===== src/rtl/bus_pkg.sv =====
// Shared definitions for the datapath bus: word width, default receive queue
// depth and the bus word type.
package bus_pkg;

   localparam int BUS_W      = 18;
   localparam int FIFO_DEPTH = 4;

   typedef logic [BUS_W-1:0] bus_word_t;

endpackage


===== src/rtl/fifo_ctrl.sv =====
// Pointer, occupancy and overflow bookkeeping for the bus receive queue.
// The storage array lives in the parent; this block only says where and when.
module fifo_ctrl #(
   parameter int DEPTH = 4,
   parameter int PTR_W = 2
) (
   input  logic             clk,
   input  logic             reset,
   input  logic             load,
   input  logic             outReady,
   input  logic             clrOverflow,
   output logic             push,
   output logic             pop,
   output logic [PTR_W-1:0] wptr,
   output logic [PTR_W-1:0] rptr,
   output logic [PTR_W:0]   count,
   output logic             full,
   output logic             empty,
   output logic             overflow
);

   localparam logic [PTR_W:0] FULL_CNT = (PTR_W+1)'(DEPTH);

   logic drop;

   assign full  = (count == FULL_CNT);
   assign empty = (count == '0);

   // A pop frees the slot the push needs, so a full queue still accepts a
   // load when the consumer takes the head in the same cycle.
   assign pop  = !empty && outReady;
   assign push = load && (!full || pop);
   assign drop = load && !push;

   always_ff @(posedge clk) begin
      if (reset) begin
         wptr     <= '0;
         rptr     <= '0;
         count    <= '0;
         overflow <= 1'b0;
      end else begin
         if (push)
            wptr <= wptr + PTR_W'(1);
         if (pop)
            rptr <= rptr + PTR_W'(1);
         case ({push, pop})
            2'b10:   count <= count + (PTR_W+1)'(1);
            2'b01:   count <= count - (PTR_W+1)'(1);
            default: count <= count;
         endcase
         // A fresh drop outranks a clear arriving in the same cycle.
         if (drop)
            overflow <= 1'b1;
         else if (clrOverflow)
            overflow <= 1'b0;
      end
   end

endmodule


===== src/rtl/bus_rx_fifo.sv =====
// Receive end of the shared datapath bus: captures busIn on load and queues it
// for a downstream consumer, decoupling bus-cycle timing from consumer stalls.
module bus_rx_fifo
   import bus_pkg::*;
#(
   parameter int WIDTH = BUS_W,
   parameter int DEPTH = FIFO_DEPTH,
   parameter int PTR_W = $clog2(DEPTH)
) (
   input  logic             clk,
   input  logic             reset,
   input  logic [WIDTH-1:0] busIn,
   input  logic             load,
   output logic [WIDTH-1:0] outData,
   output logic             outValid,
   input  logic             outReady,
   output logic [PTR_W:0]   count,
   output logic             full,
   output logic             empty,
   output logic             overflow,
   input  logic             clrOverflow
);

   // Handshake: a word transfers at a rising edge where outValid && outReady;
   // outValid never depends on outReady, and outReady without outValid is ignored.

   logic [WIDTH-1:0] mem [DEPTH];
   logic             push;
   logic             pop;
   logic [PTR_W-1:0] wptr;
   logic [PTR_W-1:0] rptr;

   fifo_ctrl #(
      .DEPTH (DEPTH),
      .PTR_W (PTR_W)
   ) u_ctrl (
      .clk         (clk),
      .reset       (reset),
      .load        (load),
      .outReady    (outReady),
      .clrOverflow (clrOverflow),
      .push        (push),
      .pop         (pop),
      .wptr        (wptr),
      .rptr        (rptr),
      .count       (count),
      .full        (full),
      .empty       (empty),
      .overflow    (overflow)
   );

   always_ff @(posedge clk) begin
      if (push)
         mem[wptr] <= busIn;
   end

   // First-word fall-through; forced to zero when empty so stale storage
   // never shows up on the output.
   assign outValid = !empty;
   assign outData  = empty ? '0 : mem[rptr];

endmodule


===== config.mk =====
export PLATFORM = sky130hd
export DESIGN_NAME = bus_rx_fifo
export DESIGN_NICKNAME = d
export VERILOG_FILES = /design/src/rtl/bus_pkg.sv /design/src/rtl/fifo_ctrl.sv /design/src/rtl/bus_rx_fifo.sv
export SDC_FILE = /design/constraint.sdc
export NUM_CORES = 1
export LEC_CHECK = 0
export BUFFER_PORTS_ARGS = -buffer_cell sky130_fd_sc_hd__clkbuf_2
export CORE_MARGIN = 2
export CORE_UTILIZATION = 52
export DETAILED_ROUTE_END_ITERATION = 7
export HOLD_SLACK_MARGIN = 0.06
export PLACE_DENSITY = 0.86
export SLEW_MARGIN = 15
export SYNTH_ARGS = -nofsm -noshare
export SYNTH_HDL_FRONTEND = slang
export SYNTH_SLANG_ARGS = --single-unit

===== constraint.sdc =====
create_clock -name clk -period 2.5 [get_ports clk]
set_clock_uncertainty 0.1 [all_clocks]
set_input_delay 0.5 -clock clk [delete_from_list [all_inputs] [get_ports clk]]
set_output_delay 0.5 -clock clk [all_outputs]
set_load 0.005 [all_outputs]

# Word level (Yosys, flattened, before mapping)
# Memory sizes are Yosys's and may differ from the RTL's. A register that Yosys moved wholly into a read port is not among the register bits.
# Cells that the tools add are included.
# classes
add_sub_neg,4
n_reduce_logical,10
mux,8
shift,0
div_mod_pow,0
order_cmp,0
bitwise,0
eq_ne,3
n_mul,0
# op_table
op,n
18-bit two-way mux,1
3-bit one-hot mux with 2 select lines,1
"2-bit by 1-bit adder with 2-bit output, second input constant",2
1-bit two-way mux,4
2-bit two-way mux,2
2-bit nonzero test,2
"3-bit by 1-bit adder with 3-bit output, second input constant",1
"3-bit == test, second input constant",1
1-bit logical AND,3
1-bit zero test,3
3-bit zero test,1
"3-bit by 1-bit subtractor with 3-bit output, second input constant",1
"2-bit by 1-bit == test with 1-bit output, second input constant",1
"2-bit == test, second input constant",1
1-bit logical OR,1
# word_totals
output_inout_bits,25
ramBits,72
memories,1
latch_bits,0
wordCells,30
inputBits,23
mem_bits_ro,0
regBits,8
# mem_list
memory,depth,width,rd,rd_clocked_by_memory_dff,write_ports,line,text
mem,4,18,1,1,1,bus_rx_fifo.sv:27,logic [WIDTH-1:0] mem [DEPTH];

# Depth between registers and ports, before layout
# logic_depth
depth_word,8
mapped_depth,9
mapped_depth_nobuf,9

# Hierarchy
# From an unflattened synthesis, not the netlist that was laid out.
# hier_totals
hier_cells,193
area_unflattened_um2,3219.3
# modules_own_cells
module,seq_area_each_um2,area_each_um2,instances,cells_per_inst
bus_rx_fifo,2162.1,2762.6,1,142
fifo_ctrl,160.2,456.7,1,51

# Worst setup path after synthesis
# OpenSTA, ideal clock, no wires.
# synth_timing
path_kind,register to register
from,reg u_ctrl.count[2]
to,reg u_ctrl.count[2]
path_slack_ps,335
period_less_slack_ps,2165
n_path_buf,0
required_ps,2330
stages_incl_launch_ff,10
arrival_ps,1995
setup_ps,70
cell_sequence,dfxtp_1 nor3b_2 a21boi_2 inv_1 ha_1 inv_1 fa_1 xor2_1 or3_1 a21oi_1
# synth_via
elab_cells_between_ends,13
cone_classes,add/sub (2); eq/ne (3); mux (1); reduce/logical (7)
# synth_lines
element,line,text
"start, declared",fifo_ctrl.sv:16,"output logic [PTR_W:0] count,"
"start signal, assigned",fifo_ctrl.sv:47,2'b10: count <= count + (PTR_W+1)'(1);
"start signal, assigned",fifo_ctrl.sv:48,2'b01: count <= count - (PTR_W+1)'(1);
"start signal, assigned",fifo_ctrl.sv:49,default: count <= count;
3-bit == test *,fifo_ctrl.sv:26,assign full = (count == FULL_CNT);
named net full,bus_rx_fifo.sv:18,"output logic full,"
1-bit zero test *,fifo_ctrl.sv:32,assign push = load && (!full || pop);
1-bit logical OR *,fifo_ctrl.sv:32,
1-bit logical AND *,fifo_ctrl.sv:32,
2-bit by 1-bit == test with 1-bit output / 2-bit == test (equally long branches),fifo_ctrl.sv:46,"case ({push, pop})"
3-bit one-hot mux with 2 select lines / 2-bit nonzero test (equally long branches),-,
# The timed path passes the listed nets; every way through them passes the cells marked *.
# A chain may end at the register's enable or synchronous reset.

==> summary.md <==
| Metric | Value |
|---|---|
| TritonCTS buffer count | 9 |
| Ant. Diodes | 0 |
| I/O pin cnt | 48 |
| Setup CP Type | flop to output port |
| Initial Util | 53.38% |
| Final hold violations | 0 |
| Worst path max stage delay | 0.60 ns |
| Post_cts resized | 0 |
| Worst skew pair latency | 0.34 ns |
| CP bufs+invs | 2 |
| Grt ovf | 0 |
| Setup Fix Bufs, Post-CTS | 0 |
| Routed WL | 5250 µm |
| IO buf count | 47 |
| Yosys top cell by area | edfxtp_1 |
| H-tree depth | 3 |
| Global-route wire length before repair | 8625 µm |
| Logic depth of the worst register-to-register path | 9 |
| Area fraction of the dominant cell type after synthesis | 64.53% |
| Max Cap Viol | 0 |
| Internal power | 0.002557 W |
| Clock Sinks | 82 |
| Post-Syn Area | 0.003351 mm² |
| Seq/Total Area, Yosys | 70.50% |
| Multiplexer share of the synthesized area | 13.63% |
| CP max FO | 13 |
| DP HPWL | 3611 µm |
| Die X | 84.27 µm |
| Setup TNS | 0 ns |
| Synth Area in Adders | 2.465% |
| CTS max path bufs | 2 |
| Switch share | 29.68% |
| Ys async rst share | 0% |
| Setup violators final | 0 |
| Cell with the most instances after synthesis | edfxtp_1 |
| Arr. time, crit path | 1.78 ns |
| Vias in the first global route | 1754 |
| Crit-path slowest cell | mux4_1 |
| Unrepaired setup endpoints after global routing | no |
| Instance count of the mapped netlist | 173 |
| Largest net degree at the start of global routing | 25 |
| Syn-to-layout area delta | 15.57% |
| Hold crit path type | input port to flop |
| Register share of total power | 46.4% |
| GRT Util Overall | 16.35% |
| Vias | 1651 |
| Ys Warns | 0 |
| Hold-fix buffer count after cts | 0 |
| Setup WS pre-CTS | 0.2015 ns |
| Primary FF master, synth | edfxtp_1 |
| Post-DR vias/cell | 5.275 |
| Die area | 0.007101 mm² |
| Number of placement rows | 29 |
| Residual DRC count | 0 |
| Min Tclk post-route | 2.384 ns |
| Fin nets | 261 |
| Clock power frac | 21.3% |
| Final Util | 61.69% |
| Status | completed |
| Ratio of cells with drive above 1 in the final layout | 37.71% |
| R2r startpoint | u_ctrl.count[2]$_SDFFE_PP0P_ |
| Main area contributors after synthesis | edfxtp_1, mux4_2, mux4_1, dfxtp_1, nor2b_4 |
| Core Region | 0.006277 mm² |
| 1st-pass router iterations | 4 |
| CP delay by family, top | multiplexers |
| Root buf cell | clkbuf_8 |
| Hold path start | busIn[11] |
| F_max | 0.4195 GHz |
| FF+latch count, synth | 82 |
| Die H | 84.27 µm |
| Hold Slack | 0.2768 ns |
| Post-synth EDFFs | 72 |
| Slew Limit Fails | 0 |
| Xor/xnor share of the synthesized area | 0.5228% |
| Slew @ Worst Pin | 0.4020 ns |
| Crit path depth | 4 |
| 1st-iter DRT viols | 63 |
| Global placement routability congestion | 0.7179 |
| Comb pwr share | 32.3% |
| P_leak | 1.424 nW |
| Req. time, crit path | 1.90 ns |
| Worst R2R End | u_ctrl.count[2]$_SDFFE_PP0P_ |
| Initial antenna violation count | 0 |
| Tcrit/Tclk final | 95.35% |
| Top cells by count, synth | edfxtp_1, dfxtp_1, mux4_2, nor2b_1, inv_1 |
| Worst setup SP type | flop |
| Final Total Pwr | 0.003637 W |
| Net load switching power | 0.001079 W |
| Slew HR | 73.20% |
| CTS tree | done |
| Worst setup margin | 0.1164 ns |
| Setup crit end kind | output port |
| Largest family of logic cells by synthesized area | multiplexers |
| Reg2Reg Setup Slack | 0.19 ns |
| Compound-Gate Fraction of Synth Area | 1.792% |
| Syn nets | 202 |
| Avg WL per Cell | 16.77 µm |
| Hold endpoint | mem[3][11]$_DFFE_PP_ |
| Hold Crit Depth | 1 |
| Pwr Density | 939.1 mW/mm² |
| Worst-path clk slew | 0.07 ns |
| Crit-path cells | buf_6, mux4_1, nor2b_1, clkbuf_2 |
| Fraction of the mapped netlist area in simple logic gates | 8.402% |
| Synth unique cells | 28 |
| IR drop worst, VDD | 457.0 µV |
| Final ANT Viol Nets | 0 |
| Avg Inst Size Synth | 19.37 µm² |
## through the flow
stage	std cells	instance area [µm²]
after detailed placement	298	3717
after floorplan	173	3351
after global routing	313	3872
after global placement	298	3717
final	313	3872
after CTS	313	3869
## worst reg2reg max path, cell delays in order (launching register included)
cell      delay (ns)
dfxtp_1         0.43
nor3b_2         0.29
a21boi_2        0.15
inv_1           0.08
ha_1            0.17
inv_1           0.06
fa_1            0.37
xor2_1          0.16
or3_1           0.30
a21oi_1         0.14
## area by class of cell
cell class,count,area (µm²)
fillers,450,2405
flip-flops and latches,82,2362
multi-input cells,75,904.6
repair buffers,55,324.1
clock buffers,11,131.4
well taps,77,96.34
inverters,9,33.78
clock inverters,4,20.02
## cells by family (layout without fill, tap and decap cells)
logic type      count (synthesis)  in the layout
compound gates                 10             10
fa+ha+maj                       6              6
xor+xnor                        2              2
simple gates                   37             37
buf+inv                        16             79
mux                            20             20
flops                          82             82
## routing by layer
| layer | GRT usage, % | share of wire, % | up-vias |
|---|---|---|---|
| met5 | 0 | 0 | - |
| met4 | 8.358 | 2.1 | 0 |
| met3 | 4.130 | 4.6 | 11 |
| met2 | 26.62 | 52 | 41 |
| met1 | 20.44 | 41 | 806 |
| li1 | - | - | 793 |
## how the worst max path moves through the flow
| stage | start | endpoint | slack (ns) |
|---|---|---|---|
| 2_1_floorplan | u_ctrl.count[2]$_SDFFE_PP0P_ | u_ctrl.count[2]$_SDFFE_PP0P_ | 0.33 |
| 3_3_place_gp | outReady | u_ctrl.count[2]$_SDFFE_PP0P_ | 0.26 |
| 3_5_place_dp | outReady | u_ctrl.count[2]$_SDFFE_PP0P_ | 0.20 |
| 4_1_cts | flop | outData[0] | 0.03 |
| 5_1_grt | flop | outData[0] | 0.01 |
| 6_report | flop | outData[0] | 0.12 |
## registers in the layout, summed over array words and instances (netlist names), named ones only
signal,count
u_ctrl.wptr,2
u_ctrl.rptr,2
u_ctrl.overflow,1
u_ctrl.count,3
mem,72
## power by group through the flow
stage	registers, W	logic (W)	clock network (W)
4_1_cts	0.00169	0.00119	0.000792
3_5_place_dp	0.00172	0.00119	0
3_3_place_gp	0.00171	0.00117	0
6_report	0.00169	0.00117	0.000773
2_1_floorplan	0.00170	0.000803	0
5_1_grt	0.00170	0.00129	0.000850
## placed cells by master, fill, tap and decap left out
master	n
mux4_2	10
xor2_1	2
a21oi_1	5
buf_6	1
a21boi_2	1
mux2i_1	1
nand2_1	1
or3_1	3
buf_4	5
mux4_1	8
clkbuf_2	47
buf_12	2
edfxtp_1	72
clkbuf_8	9
a32oi_1	1
mux2_1	1
fa_1	1
clkbuf_1	2
nor3b_2	1
inv_1	9
nor2b_1	10
and2_1	4
ha_1	5
clkinv_2	4
nor3_4	1
nor2b_4	8
nor2_1	7
o21ai_0	3
nand2b_1	2
dfxtp_1	10
Note: power is estimated with default switching activity, not from simulation.
